`src/rtl/pll_profile_sequencer.sv`:
```
// PLL reconfiguration sequencer: selects a profile ROM, reloads the scan
// chain, applies it and waits for stable lock, with timeouts and retries.
//
// Ports:
//   clock, reset            : clock, async active-low reset
//   want_to_reconfig        : request (rising edge accepted in IDLE/FAULT)
//   intended_rom            : requested profile index
//   main_reset_rom_address  : external ROM address reset (ORed into output)
//   busy, locked            : reconfig-circuit busy, PLL locked
//   mux_sel                 : ROM mux select
//   write_from_rom          : 1-cycle scan-chain load pulse
//   reconfig                : 1-cycle scan-chain apply pulse
//   reset_rom_address       : internal 1-cycle pulse OR external reset
//   current_state           : FSM state encoding
//   active_rom, active_valid: last successfully locked profile
//   ready, done, reject     : idle flag, success/skip pulse, range reject
//   error, retry_count      : sticky fault flag, retries used
module pll_profile_sequencer #(
  parameter int ROM_COUNT    = 4,
  parameter int SEL_W        = 2,
  parameter int BUSY_TIMEOUT = 4096,
  parameter int LOCK_TIMEOUT = 65535,
  parameter int LOCK_STABLE  = 16,
  parameter int MAX_RETRY    = 2,
  parameter int CNT_W        = 17
) (
  input  logic             clock,
  input  logic             reset,
  input  logic             want_to_reconfig,
  input  logic [SEL_W-1:0] intended_rom,
  input  logic             main_reset_rom_address,
  input  logic             busy,
  input  logic             locked,
  output logic [SEL_W-1:0] mux_sel,
  output logic             write_from_rom,
  output logic             reconfig,
  output logic             reset_rom_address,
  output logic [2:0]       current_state,
  output logic [SEL_W-1:0] active_rom,
  output logic             active_valid,
  output logic             ready,
  output logic             done,
  output logic             reject,
  output logic             error,
  output logic [1:0]       retry_count
);

  typedef enum logic [2:0] {
    S_IDLE  = 3'd0,
    S_RST   = 3'd1,
    S_LOAD  = 3'd2,
    S_WLOAD = 3'd3,
    S_RCFG  = 3'd4,
    S_WRCFG = 3'd5,
    S_WLOCK = 3'd6,
    S_FAULT = 3'd7
  } state_t;

  localparam logic [SEL_W:0] ROM_LIM =
    (SEL_W+1)'(ROM_COUNT);
  localparam logic [CNT_W-1:0] BUSY_LAST =
    CNT_W'(BUSY_TIMEOUT - 1);
  localparam logic [CNT_W-1:0] LOCK_LAST =
    CNT_W'(LOCK_TIMEOUT - 1);
  localparam logic [CNT_W-1:0] STAB_LAST =
    CNT_W'(LOCK_STABLE - 1);
  localparam logic [1:0] RETRY_MAX = 2'(MAX_RETRY);

  state_t           state_q, state_d;
  logic             want_q;
  logic [SEL_W-1:0] mux_q, mux_d;
  logic             wfr_q, wfr_d;
  logic             rcfg_q, rcfg_d;
  logic             rra_q, rra_d;
  logic [CNT_W-1:0] timer_q, timer_d;
  logic [CNT_W-1:0] stab_q, stab_d;
  logic             seen_q, seen_d;
  logic [SEL_W-1:0] arom_q, arom_d;
  logic             avld_q, avld_d;
  logic             ready_q, ready_d;
  logic             done_q, done_d;
  logic             rej_q, rej_d;
  logic             err_q, err_d;
  logic [1:0]       retry_q, retry_d;

  logic             req_edge;
  logic             oor;
  logic             same;
  logic [CNT_W-1:0] timer_inc;
  logic [CNT_W-1:0] stab_inc;

  assign req_edge = want_to_reconfig & ~want_q;
  assign oor = {1'b0, intended_rom} >= ROM_LIM;
  assign same = (intended_rom == arom_q)
              & avld_q & locked;
  // Counters saturate so a stalled wait can never wrap.
  assign timer_inc = (&timer_q) ? timer_q
                   : timer_q + 1'b1;
  assign stab_inc = (&stab_q) ? stab_q
                  : stab_q + 1'b1;

  always_comb begin
    state_d = state_q;
    mux_d   = mux_q;
    timer_d = timer_q;
    stab_d  = stab_q;
    seen_d  = seen_q;
    arom_d  = arom_q;
    avld_d  = avld_q;
    err_d   = err_q;
    retry_d = retry_q;
    done_d  = 1'b0;
    rej_d   = 1'b0;
    unique case (state_q)
      S_IDLE, S_FAULT: begin
        if (req_edge) begin
          if (oor) begin
            rej_d = 1'b1;
          end else if (same) begin
            done_d = 1'b1;
            err_d  = 1'b0;
          end else begin
            mux_d   = intended_rom;
            err_d   = 1'b0;
            retry_d = 2'd0;
            state_d = S_RST;
          end
        end
      end
      S_RST: state_d = S_LOAD;
      S_LOAD: begin
        timer_d = '0;
        seen_d  = 1'b0;
        state_d = S_WLOAD;
      end
      S_WLOAD, S_WRCFG: begin
        timer_d = timer_inc;
        if (busy) seen_d = 1'b1;
        if (seen_q && !busy) begin
          if (state_q == S_WLOAD) begin
            state_d = S_RCFG;
          end else begin
            timer_d = '0;
            stab_d  = '0;
            state_d = S_WLOCK;
          end
        end else if (timer_q == BUSY_LAST) begin
          state_d = S_FAULT;
        end
      end
      S_RCFG: begin
        timer_d = '0;
        seen_d  = 1'b0;
        state_d = S_WRCFG;
      end
      S_WLOCK: begin
        timer_d = timer_inc;
        stab_d  = locked ? stab_inc : '0;
        // Lock success takes priority over a coincident timeout.
        if (locked && stab_q == STAB_LAST) begin
          arom_d  = mux_q;
          avld_d  = 1'b1;
          done_d  = 1'b1;
          state_d = S_IDLE;
        end else if (timer_q == LOCK_LAST) begin
          if (retry_q < RETRY_MAX) begin
            retry_d = retry_q + 2'd1;
            state_d = S_RST;
          end else begin
            state_d = S_FAULT;
          end
        end
      end
      default: state_d = S_IDLE;
    endcase
    if (state_d == S_FAULT) begin
      err_d  = 1'b1;
      avld_d = 1'b0;
    end
    rra_d   = (state_d == S_RST);
    wfr_d   = (state_d == S_LOAD);
    rcfg_d  = (state_d == S_RCFG);
    ready_d = (state_d == S_IDLE)
            | (state_d == S_FAULT);
  end

  always_ff @(posedge clock or negedge reset) begin
    if (!reset) begin
      state_q <= S_IDLE;
      want_q  <= 1'b0;
      mux_q   <= '0;
      wfr_q   <= 1'b0;
      rcfg_q  <= 1'b0;
      rra_q   <= 1'b0;
      timer_q <= '0;
      stab_q  <= '0;
      seen_q  <= 1'b0;
      arom_q  <= '0;
      avld_q  <= 1'b0;
      ready_q <= 1'b0;
      done_q  <= 1'b0;
      rej_q   <= 1'b0;
      err_q   <= 1'b0;
      retry_q <= 2'd0;
    end else begin
      state_q <= state_d;
      want_q  <= want_to_reconfig;
      mux_q   <= mux_d;
      wfr_q   <= wfr_d;
      rcfg_q  <= rcfg_d;
      rra_q   <= rra_d;
      timer_q <= timer_d;
      stab_q  <= stab_d;
      seen_q  <= seen_d;
      arom_q  <= arom_d;
      avld_q  <= avld_d;
      ready_q <= ready_d;
      done_q  <= done_d;
      rej_q   <= rej_d;
      err_q   <= err_d;
      retry_q <= retry_d;
    end
  end

  assign mux_sel           = mux_q;
  assign write_from_rom    = wfr_q;
  assign reconfig          = rcfg_q;
  assign reset_rom_address = rra_q
                           | main_reset_rom_address;
  assign current_state     = state_q;
  assign active_rom        = arom_q;
  assign active_valid      = avld_q;
  assign ready             = ready_q;
  assign done              = done_q;
  assign reject            = rej_q;
  assign error             = err_q;
  assign retry_count       = retry_q;

endmodule

```
`config.mk`:
```
export PLATFORM = sky130hd
export DESIGN_NAME = pll_profile_sequencer
export DESIGN_NICKNAME = d
export VERILOG_FILES = /design/src/rtl/pll_profile_sequencer.sv
export SDC_FILE = /design/constraint.sdc
export NUM_CORES = 1
export LEC_CHECK = 0
export ABC_AREA = 1
export BUFFER_PORTS_ARGS = -buffer_cell sky130_fd_sc_hd__buf_4
export CAP_MARGIN = 20
export CORE_UTILIZATION = 45
export CTS_CLUSTER_DIAMETER = 30
export DETAILED_ROUTE_END_ITERATION = 8
export PLACE_DENSITY = 0.75
export SETUP_SLACK_MARGIN = 0.2
export SLEW_MARGIN = 25
export SYNTH_ARGS = -nofsm -noshare
export SYNTH_HDL_FRONTEND = slang
export SYNTH_SLANG_ARGS = --single-unit
```
`constraint.sdc`:
```
create_clock -name clock -period 2.3 [get_ports clock]
set_input_delay 0.115 -clock clock [delete_from_list [all_inputs] [get_ports clock]]
set_output_delay 0.115 -clock clock [all_outputs]
set_load 0.1 [all_outputs]
```
Word-level counts from Yosys, hierarchy flattened
Index checks and enable logic that the tools add are counted.

Add/subtract/negate cells: 3. Bitwise logic cells: 7. Mux-type cells: 36. Eq/ne operators: 24. $lt $le $gt $ge: 1. Reduce and logical (&&, ||, !) cells: 25.

Operators by type and width (count): two-way mux 17 bit (7); case mux 17 bit (3 select lines) (1); adder 17 x 1 -> 17 bit, second input constant (2); case mux 17 bit (2 select lines) (1); AND reduction 17 bit (2); two-way mux 3 bit (7); equality test 3 bit, second input constant (6); case mux 3 bit (6 select lines) (1); equality test 17 x 12 -> 1 bit, second input constant (1); equality test 17 x 16 -> 1 bit, second input constant (1); equality test 17 x 4 -> 1 bit, second input constant (1); inequality test 2 bit, second input constant (8); nonzero test 2 bit (7); two-way mux 2 bit (6); two-way mux 1 bit (10); equality test 3 x 2 -> 1 bit, second input constant (3); AND reduction 2 bit (4); equality test 3 x 1 -> 1 bit, second input constant (2); logical NOT 3 bit (2); AND reduction 6 bit (1); OR reduction 2 bit (3); case mux 1 bit (2 select lines) (2); case mux 2 bit (2 select lines) (1); AND reduction 4 bit (1); other kinds (11) (16).

Flip-flop bits (word level): 52. Output and inout bits: 17. Logic and storage cells: 111. Bits of input ports: 8.

Longest topological paths before layout
Depth after elaboration: 9. Mapped depth: 13. Depth with buffers taken out: 12.

Worst setup path before layout
OpenSTA, ideal clock, no wires.

Kind: register to register. From: reg state_q[0] (netlist: current_state[0]). To: reg retry_q[0] (netlist: retry_count[0]). Setup time: 0.121 ns. Data required time: 2.179 ns. Data arrival time: 2.074 ns. Slack: 0.106 ns. Path buffers: 0. Cell stages (with the launch flop): 9. Period minus slack after synthesis: 2.194 ns. Cell sequence: dfrtp_1 -> nand2_1 -> nand2_1 -> nand3_1 -> nor2_1 -> inv_2 -> nand2_1 -> o21ai_0 -> o21a_1.

Cells in the longest elaborated chain, start to end: 4. Elaborated cells between the ends (all ways): 12. Classes of those cells: eq/ne: 7; mux: 1; reduce/logical: 4.

RTL lines: start, declared (line 69) `state_t state_q, state_d;`; start signal, assigned (line 206) `state_q <= state_d;`; equality test 3 bit / logical NOT 3 bit (equally long branches) (line 114) `unique case (state_q)`; OR reduction 2 bit (line 114); inequality test 2 bit (no line) / nonzero test 2 bit (equally long branches); AND reduction 6 bit (no line); end signal, assigned (line 221) `retry_q <= retry_d;`; end, declared (line 84) `logic [1:0] retry_q, retry_d;`.

Several ways; a longest one is shown, not always the timed one. A chain may end at the register's enable or synchronous reset.

Worst setup path after layout
From: reg stab_q[1]. To: reg stab_q[1].

Cells in the longest elaborated chain, start to end: 4. Elaborated cells between the ends (all ways): 7. Classes of those cells: add/sub: 1; eq/ne: 1; mux: 3; reduce/logical: 2.

RTL lines: start, declared (line 76) `logic [CNT_W-1:0] stab_q, stab_d;`; start signal, assigned (line 213) `stab_q <= stab_d;`; adder 17 x 1 -> 17 bit (line 100) `: stab_q + 1'b1;`; two-way mux 17 bit (line 99) `assign stab_inc = (&stab_q) ? stab_q`; two-way mux 17 bit (line 158) `stab_d = locked ? stab_inc : '0;`; case mux 17 bit (2 select lines) (line 114).

Several ways; a longest one is shown, not always the timed one. The select of a mux whose other input is x is not followed.

==> metrics.md <==
| Metric | Value |
|---|---|
| Status | `completed` |
| DIE WIDTH | `82.8 um` |
| Largest cells by area after synthesis | `dfrtp_1 44%, nand2_1 10%, nor2_1 7.5%` |
| Power Dens Cells | `1130 mW/mm^2` |
| Grt total ovfl | `0` |
| Detailed-placement wirelength estimate | `4.60 mm` |
| Placeable Area | `0.00631 sq mm` |
| Post-synthesis sequential area ratio | `44.3%` |
| Most frequent CP cell | `nor2_2` |
| CTS H-tree depth | `2` |
| Crit path launch type | `register` |
| CP Cell Sequence | `ha_2 -> nand3_2 -> nor2_2 -> nand3_2 -> nor2_2 -> ha_2 -> nand2_2 -> nor2_4 -> nand3b_4 -> nor2_2 -> a22o_1` |
| Seq cells post-synth | `52` |
| Share of layout cells above drive strength 1 | `18.5%` |
| Critical path peak fanout | `7` |
| DIE AREA | `0.00685 sq mm` |
| Gpl congestion | `0.916` |
| Max-cap violation count | `0` |
| Worst skew pair latency | `0.30 ns` |
| Fmax | `0.492 GHz` |
| Maximum vdd ir drop | `0.788 mV` |
| Placed insts | `488` |
| CTS Buffer Depth | `2` |
| CP delay by family, top | `simple AND/OR/NAND/NOR gates` |
| Delay of the slowest cell on the worst path | `0.39 ns` |
| I/O pins | `25` |
| Design Power | `3810 uW` |
| Clock sink total | `52` |
| CTS tree | `done` |
| WL final | `6.51 mm` |
| CTS clock-pin slew for the worst setup and hold paths | `0.09 ns` |
| Lkg Pwr | `0.00156 uW` |
| Syn Area/Cell | `7.53 sq um` |
| PortBufs | `23` |
| Sum Neg Setup Slack | `0 ns` |
| Vias in the first global route | `2423` |
| Post-Syn Area | `0.00294 sq mm` |
| First-pass GRT wire length | `10.4 mm` |
| Yosys cell types | `40` |
| Final non-filler cell area | `0.00339 sq mm` |
| Via Count | `2706` |
| WS Path Type | `reg2reg` |
| Clk root buf | `clkbuf_8` |
| Worst-Margin Slew | `0.651 ns` |
| Hold Fails Final Rpt | `0` |
| # rows | `29` |
| Initial antenna violation count | `0` |
| Inserted Diodes | `0` |
| Number of buffers and inverters on the critical path | `0` |
| Clock skew | `0.00743 ns` |
| Drt drc | `0` |
| Largest area contributor in the netlist | `dfrtp_1` |
| Dpl cell area | `0.00319 sq mm` |
| Slew margin rel. | `56.6%` |
| Total GRT Usage | `19.9%` |
| Post-route clock period utilization | `88.4%` |
| P&R area growth vs syn | `15.5%` |
| 1st-pass router iterations | `5` |
| Worst min path class | `in2reg` |
| Worst Path Required | `2.48 ns` |
| Yosys top cell area share | `44.3%` |
| CP Capture Type | `register` |
| Starting Density | `46.5%` |
| Tmin final | `2.03 ns` |
| Critical path data arrival time | `2.21 ns` |
| Fin nets | `437` |
| Setup Viol. Count Final | `0` |
| Clock buffer count from CTS | `5` |
| Final Max Slew Viols | `0` |
| Crit-path slowest cell | `dfrtp_1` |
| Syn Inst Count | `390` |
| Unrepaired setup endpoints after global routing | `true` |
| Routed vias/inst | `5.38` |
| Die H | `82.8 um` |
| Largest net degree at the start of global routing | `53` |
| Mapped Nets | `402` |
| YS warnings | `0` |
| Routed Antenna Nets | `0` |
| 1st-iter DRT viols | `197` |
| Post-DR wirelength/cell | `13.0 um` |
| Final instance count without filler cells | `503` |
==> cell families after synthesis <==
logic type               after synthesis  synth area share, %
adder cells (fa/ha/maj)                4                 1.70
other                                  1                0.128
flip-flops                            52                 44.3
buffers and inverters                 56                 7.80
AND/OR/NAND/NOR                      210                 32.7
AO/OA/AOI/OAI                         65                 12.7
XOR/XNOR                               2                0.597
==> path summary, 6_finish.rpt <==
kind,startpoint,endpoint,slack [ns],cells past startpoint
max,stab_q[1],stab_q[1],0.27,11
min,busy,seen_q,0.07,3
max reg2reg,stab_q[1],stab_q[1],0.27,11
min reg2reg,error,error,0.49,2
max in group asynchronous,reset,current_state[2],1.45,2
min in group asynchronous,reset,timer_q[7],0.39,2
==> cell type report <==
type,count,area (sq um)
tap,77,96.3
timing repair buffer,31,241
fill,597,2920
clock buffer,6,72.6
multi-input combinational,283,1450
sequential,52,1310
inverter,52,195
clock inverter,2,35.0
==> sequential cells by signal, summed over array words and instances (netlist names), 2 cells and up <==
signal         cells
stab_q            17
timer_q           17
current_state      3
active_rom         2
mux_sel            2
retry_count        2
==> through the flow <==
stage	util [%]	setup slack (ns)	hold slack [ns]
6_report	53.7	0.268	0.0664
5_1_grt	53.7	0.166	0.0571
4_1_cts	53.1	0.224	0.0589
3_5_place_dp	50.5	0.108	0.194
3_3_place_gp	50.5	0.219	0.189
2_1_floorplan	-	0.373	-0.181
==> routing by layer <==
layer	global-route usage, %	wire, um	vias to the layer above	share of wire (%)
li1	-	-	1338	-
met1	25.5	2920	1257	45
met2	33.4	3070	96	47
met3	3.50	372	15	5.7
met4	7.76	149	0	2.3
met5	0	0	-	0
==> worst reg2reg max path, cell delays in order (launching register included) <==
cell and delay, ns:
dfrtp_1 0.39, ha_2 0.21, nand3_2 0.09, nor2_2 0.13, nand3_2 0.09, nor2_2 0.14
ha_2 0.18, nand2_2 0.07, nor2_4 0.14, nand3b_4 0.21, nor2_2 0.08, a22o_1 0.19
==> where the power goes <==
| part | internal, uW | switching [uW] | total, uW |
|---|---|---|---|
| Clock | 323 | 291 | 615 |
| Combinational | 517 | 1490 | 2010 |
| Sequential | 1060 | 131 | 1190 |
| Total | 1900 | 1920 | 3810 |
==> placed cells by master, fill, tap and decap left out, types with 3 or more instances in the layout <==
cell,n
nand4_1,6
nor2_2,7
clkbuf_8,5
o21ai_0,17
dfrtp_2,3
nor2_1,57
buf_4,28
o21ai_1,4
dfrtp_1,49
inv_1,43
nor3_1,11
nand2_1,81
nand3_1,25
nand2_2,5
nor2_4,5
inv_2,9
a21oi_1,29
==> Yosys cell counts <==
| master | count |
|---|---|
| a21oi_1 | 29 |
| nand3b_4 | 1 |
| nor2_4 | 4 |
| nand4_1 | 6 |
| or2_0 | 1 |
| dfrtp_1 | 52 |
| clkbuf_1 | 1 |
| o21bai_1 | 2 |
| buf_4 | 1 |
| a31oi_1 | 2 |
| a22o_1 | 2 |
| o22ai_1 | 1 |
| a21oi_4 | 1 |
| nor3_2 | 2 |
| inv_1 | 43 |
| a31o_2 | 1 |
| nand2_4 | 1 |
| o21a_1 | 2 |
| xor2_1 | 1 |
| o21ai_0 | 17 |
| ha_1 | 4 |
| nor2_2 | 6 |
| xnor2_1 | 1 |
| o21ai_1 | 4 |
| o21ai_2 | 1 |
| o31ai_1 | 1 |
| nor3_1 | 11 |
| nand2_2 | 4 |
| nand3_1 | 27 |
| nor2_1 | 59 |
| conb_1 | 1 |
| and3_1 | 2 |
| inv_2 | 9 |
| a21oi_2 | 1 |
| or2_2 | 1 |
| nor4_1 | 2 |
| a21boi_0 | 1 |
| nand2_1 | 82 |
| nor3b_1 | 1 |
| buf_6 | 2 |
==> timing repair <==
item / CTS / global route
hold buffers: 2 / 0
endpoints found under the hold margin: 53 / 0
pin swaps: 1 / 6
setup endpoints to repair: 13 / 17
buffers inserted: 2 / 2
gates cloned: 1 / 0
resized for setup: 2 / 7
No activity file was read; power rests on OpenSTA's default activity.
